### src/rtl/mult_arbiter_if.sv
// Bus between the requesters/consumer/multiplier and mult_arbiter.
// The arbiter uses the slave modport. The master modport is the environment's
// view: requesters, response consumer and the multiplier datapath.
interface mult_arbiter_if #(
  parameter int NUM_REQ = 4,
  parameter int ID_W    = 2
);
  // Requester side
  logic [NUM_REQ-1:0]    req_valid;
  logic [NUM_REQ*32-1:0] req_m;
  logic [NUM_REQ*32-1:0] req_q;
  logic [NUM_REQ-1:0]    req_ready;

  // Multiplier datapath side
  logic                  mul_rst;
  logic [31:0]           mul_m;
  logic [31:0]           mul_q;
  logic [63:0]           mul_product;
  logic                  mul_valid;

  // Shared response channel
  logic                  rsp_valid;
  logic [ID_W-1:0]       rsp_id;
  logic [63:0]           rsp_product;
  logic                  rsp_err;
  logic                  rsp_ready;

  modport slave (
    input  req_valid, req_m, req_q, mul_product, mul_valid, rsp_ready,
    output req_ready, mul_rst, mul_m, mul_q, rsp_valid, rsp_id, rsp_product, rsp_err
  );

  modport master (
    output req_valid, req_m, req_q, mul_product, mul_valid, rsp_ready,
    input  req_ready, mul_rst, mul_m, mul_q, rsp_valid, rsp_id, rsp_product, rsp_err
  );
endinterface

### src/rtl/mult_arbiter.sv
// mult_arbiter: shares one sequential 32x32 signed multiplier between NUM_REQ
// requesters. Round-robin grant in IDLE, one LAUNCH cycle holding the
// multiplier in reset with stable operands, BUSY until mul_valid, then RESP
// until the consumer takes the tagged product.
// Optional feature: define MULT_ARB_TIMEOUT_EN to add a BUSY watchdog that
// aborts after TIMEOUT_CYCLES cycles with rsp_err=1 and a zero product.
module mult_arbiter #(
  parameter int NUM_REQ        = 4,
  parameter int ID_W           = 2,
  parameter int TIMEOUT_CYCLES = 200
) (
  input  logic           clk,
  input  logic           reset,
  mult_arbiter_if.slave  bus
);

  // Reject configurations the index arithmetic cannot handle.
  if (NUM_REQ < 2 || NUM_REQ > 8 || ID_W != $clog2(NUM_REQ) || TIMEOUT_CYCLES < 1) begin : g_bad_param
    $error("mult_arbiter: unsupported parameter set");
  end

  typedef enum logic [1:0] {IDLE, LAUNCH, BUSY, RESP} state_t;

  state_t          state_reg, state_next;
  logic [ID_W-1:0] rr_ptr_reg, rr_ptr_next;
  logic [31:0]     mul_m_reg, mul_m_next;
  logic [31:0]     mul_q_reg, mul_q_next;
  logic            mul_rst_reg, mul_rst_next;
  logic            rsp_valid_reg, rsp_valid_next;
  logic [ID_W-1:0] rsp_id_reg, rsp_id_next;
  logic [63:0]     rsp_product_reg, rsp_product_next;

`ifdef MULT_ARB_TIMEOUT_EN
  localparam int CNT_W = $clog2(TIMEOUT_CYCLES + 1);
  logic [CNT_W-1:0] cnt_reg, cnt_next;
  logic             rsp_err_reg, rsp_err_next;
`endif

  // Per-requester operand slices.
  logic [31:0] op_m [NUM_REQ];
  logic [31:0] op_q [NUM_REQ];

  // Round-robin search result.
  logic            grant_found;
  logic [ID_W-1:0] grant_idx;
  logic            grant_en;
  int              cand;

  for (genvar gi = 0; gi < NUM_REQ; gi++) begin : g_req
    assign op_m[gi] = bus.req_m[32*gi +: 32];
    assign op_q[gi] = bus.req_q[32*gi +: 32];
    // One-hot acceptance pulse, only while IDLE and never during reset.
    assign bus.req_ready[gi] = grant_en && (grant_idx == ID_W'(gi));
  end

  // Find the first active request after the last winner, wrapping around.
  always_comb begin
    grant_found = 1'b0;
    grant_idx   = '0;
    cand        = 0;
    for (int k = 1; k <= NUM_REQ; k++) begin
      cand = int'(rr_ptr_reg) + k;
      if (cand >= NUM_REQ) cand = cand - NUM_REQ;
      if (!grant_found && bus.req_valid[ID_W'(cand)]) begin
        grant_found = 1'b1;
        grant_idx   = ID_W'(cand);
      end
    end
  end

  assign grant_en = (state_reg == IDLE) && grant_found && !reset;

  // Next-state and next-register values; every target defaults to hold.
  always_comb begin
    state_next       = state_reg;
    rr_ptr_next      = rr_ptr_reg;
    mul_m_next       = mul_m_reg;
    mul_q_next       = mul_q_reg;
    rsp_valid_next   = rsp_valid_reg;
    rsp_id_next      = rsp_id_reg;
    rsp_product_next = rsp_product_reg;
`ifdef MULT_ARB_TIMEOUT_EN
    cnt_next         = cnt_reg;
    rsp_err_next     = rsp_err_reg;
`endif
    case (state_reg)
      IDLE: begin
        if (grant_found) begin
          rr_ptr_next = grant_idx;
          mul_m_next  = op_m[grant_idx];
          mul_q_next  = op_q[grant_idx];
          state_next  = LAUNCH;
        end
      end
      LAUNCH: begin
        state_next = BUSY;
`ifdef MULT_ARB_TIMEOUT_EN
        cnt_next   = '0;
`endif
      end
      BUSY: begin
        if (bus.mul_valid) begin
          rsp_product_next = bus.mul_product;
          rsp_id_next      = rr_ptr_reg;
          rsp_valid_next   = 1'b1;
          state_next       = RESP;
`ifdef MULT_ARB_TIMEOUT_EN
          rsp_err_next     = 1'b0;
        end else if (cnt_reg == CNT_W'(TIMEOUT_CYCLES - 1)) begin
          // Multiplier never answered: abort with an error response.
          rsp_product_next = '0;
          rsp_id_next      = rr_ptr_reg;
          rsp_valid_next   = 1'b1;
          rsp_err_next     = 1'b1;
          state_next       = RESP;
        end else begin
          cnt_next = cnt_reg + CNT_W'(1);
`endif
        end
      end
      RESP: begin
        if (bus.rsp_ready) begin
          rsp_valid_next = 1'b0;
          state_next     = IDLE;
        end
      end
      default: state_next = IDLE;
    endcase
    // The multiplier only runs while BUSY; it is held in START otherwise.
    mul_rst_next = (state_next != BUSY);
  end

  // State, operand and response registers; all drop to idle values on reset.
  always_ff @(posedge clk or posedge reset) begin
    if (reset) begin
      state_reg       <= IDLE;
      rr_ptr_reg      <= ID_W'(NUM_REQ - 1);
      mul_m_reg       <= '0;
      mul_q_reg       <= '0;
      mul_rst_reg     <= 1'b1;
      rsp_valid_reg   <= 1'b0;
      rsp_id_reg      <= '0;
      rsp_product_reg <= '0;
`ifdef MULT_ARB_TIMEOUT_EN
      cnt_reg         <= '0;
      rsp_err_reg     <= 1'b0;
`endif
    end else begin
      state_reg       <= state_next;
      rr_ptr_reg      <= rr_ptr_next;
      mul_m_reg       <= mul_m_next;
      mul_q_reg       <= mul_q_next;
      mul_rst_reg     <= mul_rst_next;
      rsp_valid_reg   <= rsp_valid_next;
      rsp_id_reg      <= rsp_id_next;
      rsp_product_reg <= rsp_product_next;
`ifdef MULT_ARB_TIMEOUT_EN
      cnt_reg         <= cnt_next;
      rsp_err_reg     <= rsp_err_next;
`endif
    end
  end

  assign bus.mul_rst     = mul_rst_reg;
  assign bus.mul_m       = mul_m_reg;
  assign bus.mul_q       = mul_q_reg;
  assign bus.rsp_valid   = rsp_valid_reg;
  assign bus.rsp_id      = rsp_id_reg;
  assign bus.rsp_product = rsp_product_reg;
`ifdef MULT_ARB_TIMEOUT_EN
  assign bus.rsp_err     = rsp_err_reg;
`else
  assign bus.rsp_err     = 1'b0;
`endif

endmodule

### src/flat_wrapper.sv
// flat-port wrapper written by rule: the top's interface ports become plain ports
module mult_arbiter_flat 
#(
  parameter int NUM_REQ        = 4,
  parameter int ID_W           = 2,
  parameter int TIMEOUT_CYCLES = 200
)
  (clk, reset, bus_req_valid, bus_req_m, bus_req_q, bus_mul_product, bus_mul_valid, bus_rsp_ready, bus_req_ready, bus_mul_rst, bus_mul_m, bus_mul_q, bus_rsp_valid, bus_rsp_id, bus_rsp_product, bus_rsp_err);
  mult_arbiter_if #(.NUM_REQ(NUM_REQ), .ID_W(ID_W)) bus_i ();
  input  logic clk;
  input  logic reset;
  input wire logic [$bits(bus_i.req_valid)-1:0] bus_req_valid;
  input wire logic [$bits(bus_i.req_m)-1:0] bus_req_m;
  input wire logic [$bits(bus_i.req_q)-1:0] bus_req_q;
  input wire logic [$bits(bus_i.mul_product)-1:0] bus_mul_product;
  input wire logic [$bits(bus_i.mul_valid)-1:0] bus_mul_valid;
  input wire logic [$bits(bus_i.rsp_ready)-1:0] bus_rsp_ready;
  output wire logic [$bits(bus_i.req_ready)-1:0] bus_req_ready;
  output wire logic [$bits(bus_i.mul_rst)-1:0] bus_mul_rst;
  output wire logic [$bits(bus_i.mul_m)-1:0] bus_mul_m;
  output wire logic [$bits(bus_i.mul_q)-1:0] bus_mul_q;
  output wire logic [$bits(bus_i.rsp_valid)-1:0] bus_rsp_valid;
  output wire logic [$bits(bus_i.rsp_id)-1:0] bus_rsp_id;
  output wire logic [$bits(bus_i.rsp_product)-1:0] bus_rsp_product;
  output wire logic [$bits(bus_i.rsp_err)-1:0] bus_rsp_err;
  assign bus_i.req_valid = bus_req_valid;
  assign bus_i.req_m = bus_req_m;
  assign bus_i.req_q = bus_req_q;
  assign bus_i.mul_product = bus_mul_product;
  assign bus_i.mul_valid = bus_mul_valid;
  assign bus_i.rsp_ready = bus_rsp_ready;
  assign bus_req_ready = bus_i.req_ready;
  assign bus_mul_rst = bus_i.mul_rst;
  assign bus_mul_m = bus_i.mul_m;
  assign bus_mul_q = bus_i.mul_q;
  assign bus_rsp_valid = bus_i.rsp_valid;
  assign bus_rsp_id = bus_i.rsp_id;
  assign bus_rsp_product = bus_i.rsp_product;
  assign bus_rsp_err = bus_i.rsp_err;
  mult_arbiter #(.NUM_REQ(NUM_REQ), .ID_W(ID_W), .TIMEOUT_CYCLES(TIMEOUT_CYCLES)) u_core (.clk(clk), .reset(reset), .bus(bus_i));
endmodule
### config.mk
export PLATFORM = sky130hd
export DESIGN_NAME = mult_arbiter_flat
export DESIGN_NICKNAME = d
export VERILOG_FILES = /design/src/rtl/mult_arbiter_if.sv /design/src/rtl/mult_arbiter.sv /design/src/flat_wrapper.sv
export SDC_FILE = /design/constraint.sdc
export NUM_CORES = 1
export LEC_CHECK = 0
export BUFFER_PORTS_ARGS = -buffer_cell sky130_fd_sc_hd__buf_2
export CAP_MARGIN = 20
export CORE_AREA = 5 5 180 182
export DETAILED_ROUTE_END_ITERATION = 12
export DIE_AREA = 0 0 185 187
export GPL_ROUTABILITY_DRIVEN = 0
export HOLD_SLACK_MARGIN = 0.1
export PLACE_DENSITY = 0.52
export SLEW_MARGIN = 10
export SYNTH_ARGS = -nofsm -noshare
export SYNTH_HDL_FRONTEND = slang
export SYNTH_SLANG_ARGS = --single-unit
### constraint.sdc
create_clock -name clk -period 4.8 [get_ports clk]
set_input_delay 0.48 -clock clk [delete_from_list [all_inputs] [get_ports clk]]
set_output_delay 0.48 -clock clk [all_outputs]
set_load 0.02 [all_outputs]
==> results.cfg <==
[outcome]
status = complete, no violations

[synth]
synth-adder-area-share = 0
syn_inst = 646
ys_seq_area_frac = 0.508
yosys_warnings = 0
synth_top_area_frac = 0.496
synth_compound_area_frac = 0.243
postSynth.topFlopCell = dfrtp_1
synth_commonest_cells = 133 x dfrtp_1, 71 x nand2_1, 69 x nor2_1, 65 x mux2_2, 65 x o211ai_1
postSynthAreaPerCell_um2 = 10.4
yosysUniqueCellTypes = 37
async_flop_share = 1.00
synthMuxAreaShare = 0.109
ys_top_cells_by_area = dfrtp_1 50%, mux2_2 11%, a221oi_1 8.4%
synth_most_common_cell = dfrtp_1
ys_ff_latch = 136
synth_xor_area_frac = 0
syn_nets = 974
yosys.area_share.simple = 0.0910
synth_top_family_by_area = compound AO/OA/AOI/OAI gates
synth_enable_flop_cells = 0
synth_area_leader_cell = dfrtp_1
syn_area_mm2 = 0.00671

[floorplanning]
die_w_um = 185
core_mm2 = 0.0304
start_util = 0.221
std_cell_rows = 64
io_pins = 465
die_y_um = 187
die-area_mm2 = 0.0346

[route]
routedWlPerCell_um = 20.2
ant_nets = 0
drc = 0
wl_mm = 29.9
vias = 7077
viasPerCell = 4.78
drt_iter0_markers = 322
first_pass_iters = 6

[timing]
setup_viol = 0
finalHoldViolCount = 0
relSlewSlack = 0.409
skew_ns = 0.0192
tns_ns = 0
drv_slew = 0
timing.final.crit_period_ns = 2.95
fmax_mhz = 339
grt_setup_unrepaired = false
finalCritPeriodShare = 0.615
tightest_slew_ns = 0.887

[global_route]
grt_max_degree = 90
gr-total-overflow = 0
grt_use_total = 0.164
grt_pass1_wl_mm = 44.1
first_global_vias = 7377
antenna_found_initial = 1

[flow_run]
cap_violations = 0

[worst_hold_path]
hp-class = in -> async

[finish]
largest_reg_flops = 64
drive_gt1_frac = 0.540
nets = 1399
fill_cells = 3234
diodes = 0
syn_to_final_growth_pct = 47.9
utilization = 0.326

[power]
power.density_mw_per_mm2 = 662
p_leak_nw = 4.59
vdd_ir_drop_max_uv = 216
finalPower_mw = 6.57

[clock_tree]
cts-resized-gates = 0
clk-insertion-delay-late_ns = 0.42
cts_root_buffer = clkbuf_16
cts.clk_slew.worst_paths_ns = 0.08
cts_tree = yes
ctsLongestPathBuffers = 2
cts_setup_buffers = 0
h-tree-depth = 4
cts_made_buffers = 17
cts_hold_buf = 0
clock-sinks = 136

[setup_path]
r2r_end = u_core.bus.mul_q[24]
r2r_cells = 5
crit_path_end = bus_req_ready[3]
crit_start = u_core.rr_ptr_reg[1]
cp-end-kind = primary output
crit_required_ns = 4.32
cp_max_fo = 22
rr_startpoint = u_core.rr_ptr_reg[1]
worstSetupPathType = reg -> out
r2r_slack_ns = 2.24
worstPathArrival_ns = 2.47
start_kind = flip-flop

[placed_design]
dp_hpwl_mm = 22.6
io_buffers = 463
==> worst min path at each step <==
stage | slack, ns | cells after the start | start | end
2_1_floorplan | 0.49 | 1 | u_core.state_reg[0] | u_core.bus.rsp_valid
3_3_place_gp | 0.46 | 2 | u_core.bus.rsp_id[0] | u_core.bus.rsp_id[0]
3_5_place_dp | 0.47 | 2 | u_core.bus.rsp_id[0] | u_core.bus.rsp_id[0]
4_1_cts | 0.26 | 2 | bus_mul_product[28] | u_core.bus.rsp_product[28]
5_1_grt | 0.26 | 2 | bus_mul_product[37] | u_core.bus.rsp_product[37]
6_report | 0.22 | 2 | reset | u_core.bus.mul_m[8]
==> report_power, final <==
| part | switching [mW] | total [mW] | internal [mW] |
|---|---|---|---|
| clock | 0.618 | 1.31 | 0.687 |
| sequential | 0.316 | 2.06 | 1.74 |
| combinational | 2.02 | 3.21 | 1.19 |
| total | 2.96 | 6.57 | 3.62 |
==> cells in the final DEF (no fill, tap or decap), types with 2 or more instances in the layout <==
master and instances:
inv_6 5, nand2b_1 3, a221oi_1 64, clkbuf_16 17
mux2_2 65, nor2_1 69, nand2_1 71, o21ai_0 4
or3_1 2, o211ai_1 65, dfstp_2 3, a21oi_1 5
and3_1 4, dfrtp_1 133, a31oi_1 64, inv_1 3
clkinvlp_4 2, clkinv_4 4, buf_2 463, buf_4 13
inv_8 4
==> area by class of cell <==
cell class / count / area, µm² / share of cell area
clock buffer: 18 / 429 / 0.0432
clock inverter: 14 / 130 / 0.0131
multi-input combinational: 436 / 3030 / 0.305
tap: 396 / 495 / 0.0499
timing repair buffer: 476 / 2410 / 0.243
sequential: 136 / 3410 / 0.343
inverter: 4 / 20.0 / 0.00202
==> worst max-delay path: stages, from the launching register on <==
cell and delay (ns):
dfstp_2 0.68, o21a_2 0.56, o21ai_0 0.18, nor3_1 0.38
buf_2 0.25
==> kinds of logic (layout without fill, tap and decap cells) <==
| logic type | count (synthesis) | after routing |
|---|---|---|
| mux | 65 | 65 |
| simple gates | 153 | 153 |
| other cells | 1 | 1 |
| buf+inv | 74 | 512 |
| compound gates | 217 | 217 |
| flops | 136 | 136 |
==> per-layer routing <==
| layer | share of wire | GRT usage |
|---|---|---|
| met5 | 0.00043 | 0 |
| met4 | 0.019 | 0.0446 |
| met3 | 0.091 | 0.0475 |
| met2 | 0.51 | 0.295 |
| met1 | 0.38 | 0.190 |
==> stage by stage <==
step	hold WS, ns	setup WS, ns	cell area [µm²]	std cells
6_report	0.219	1.85	9920	1480
3_3_place_gp	0.462	2.05	9370	1448
4_1_cts	0.258	1.84	9920	1480
3_5_place_dp	0.473	2.05	9370	1448
2_1_floorplan	0.486	0.397	6710	646
5_1_grt	0.256	1.72	9920	1480
Power figures use the tool's default switching activity.
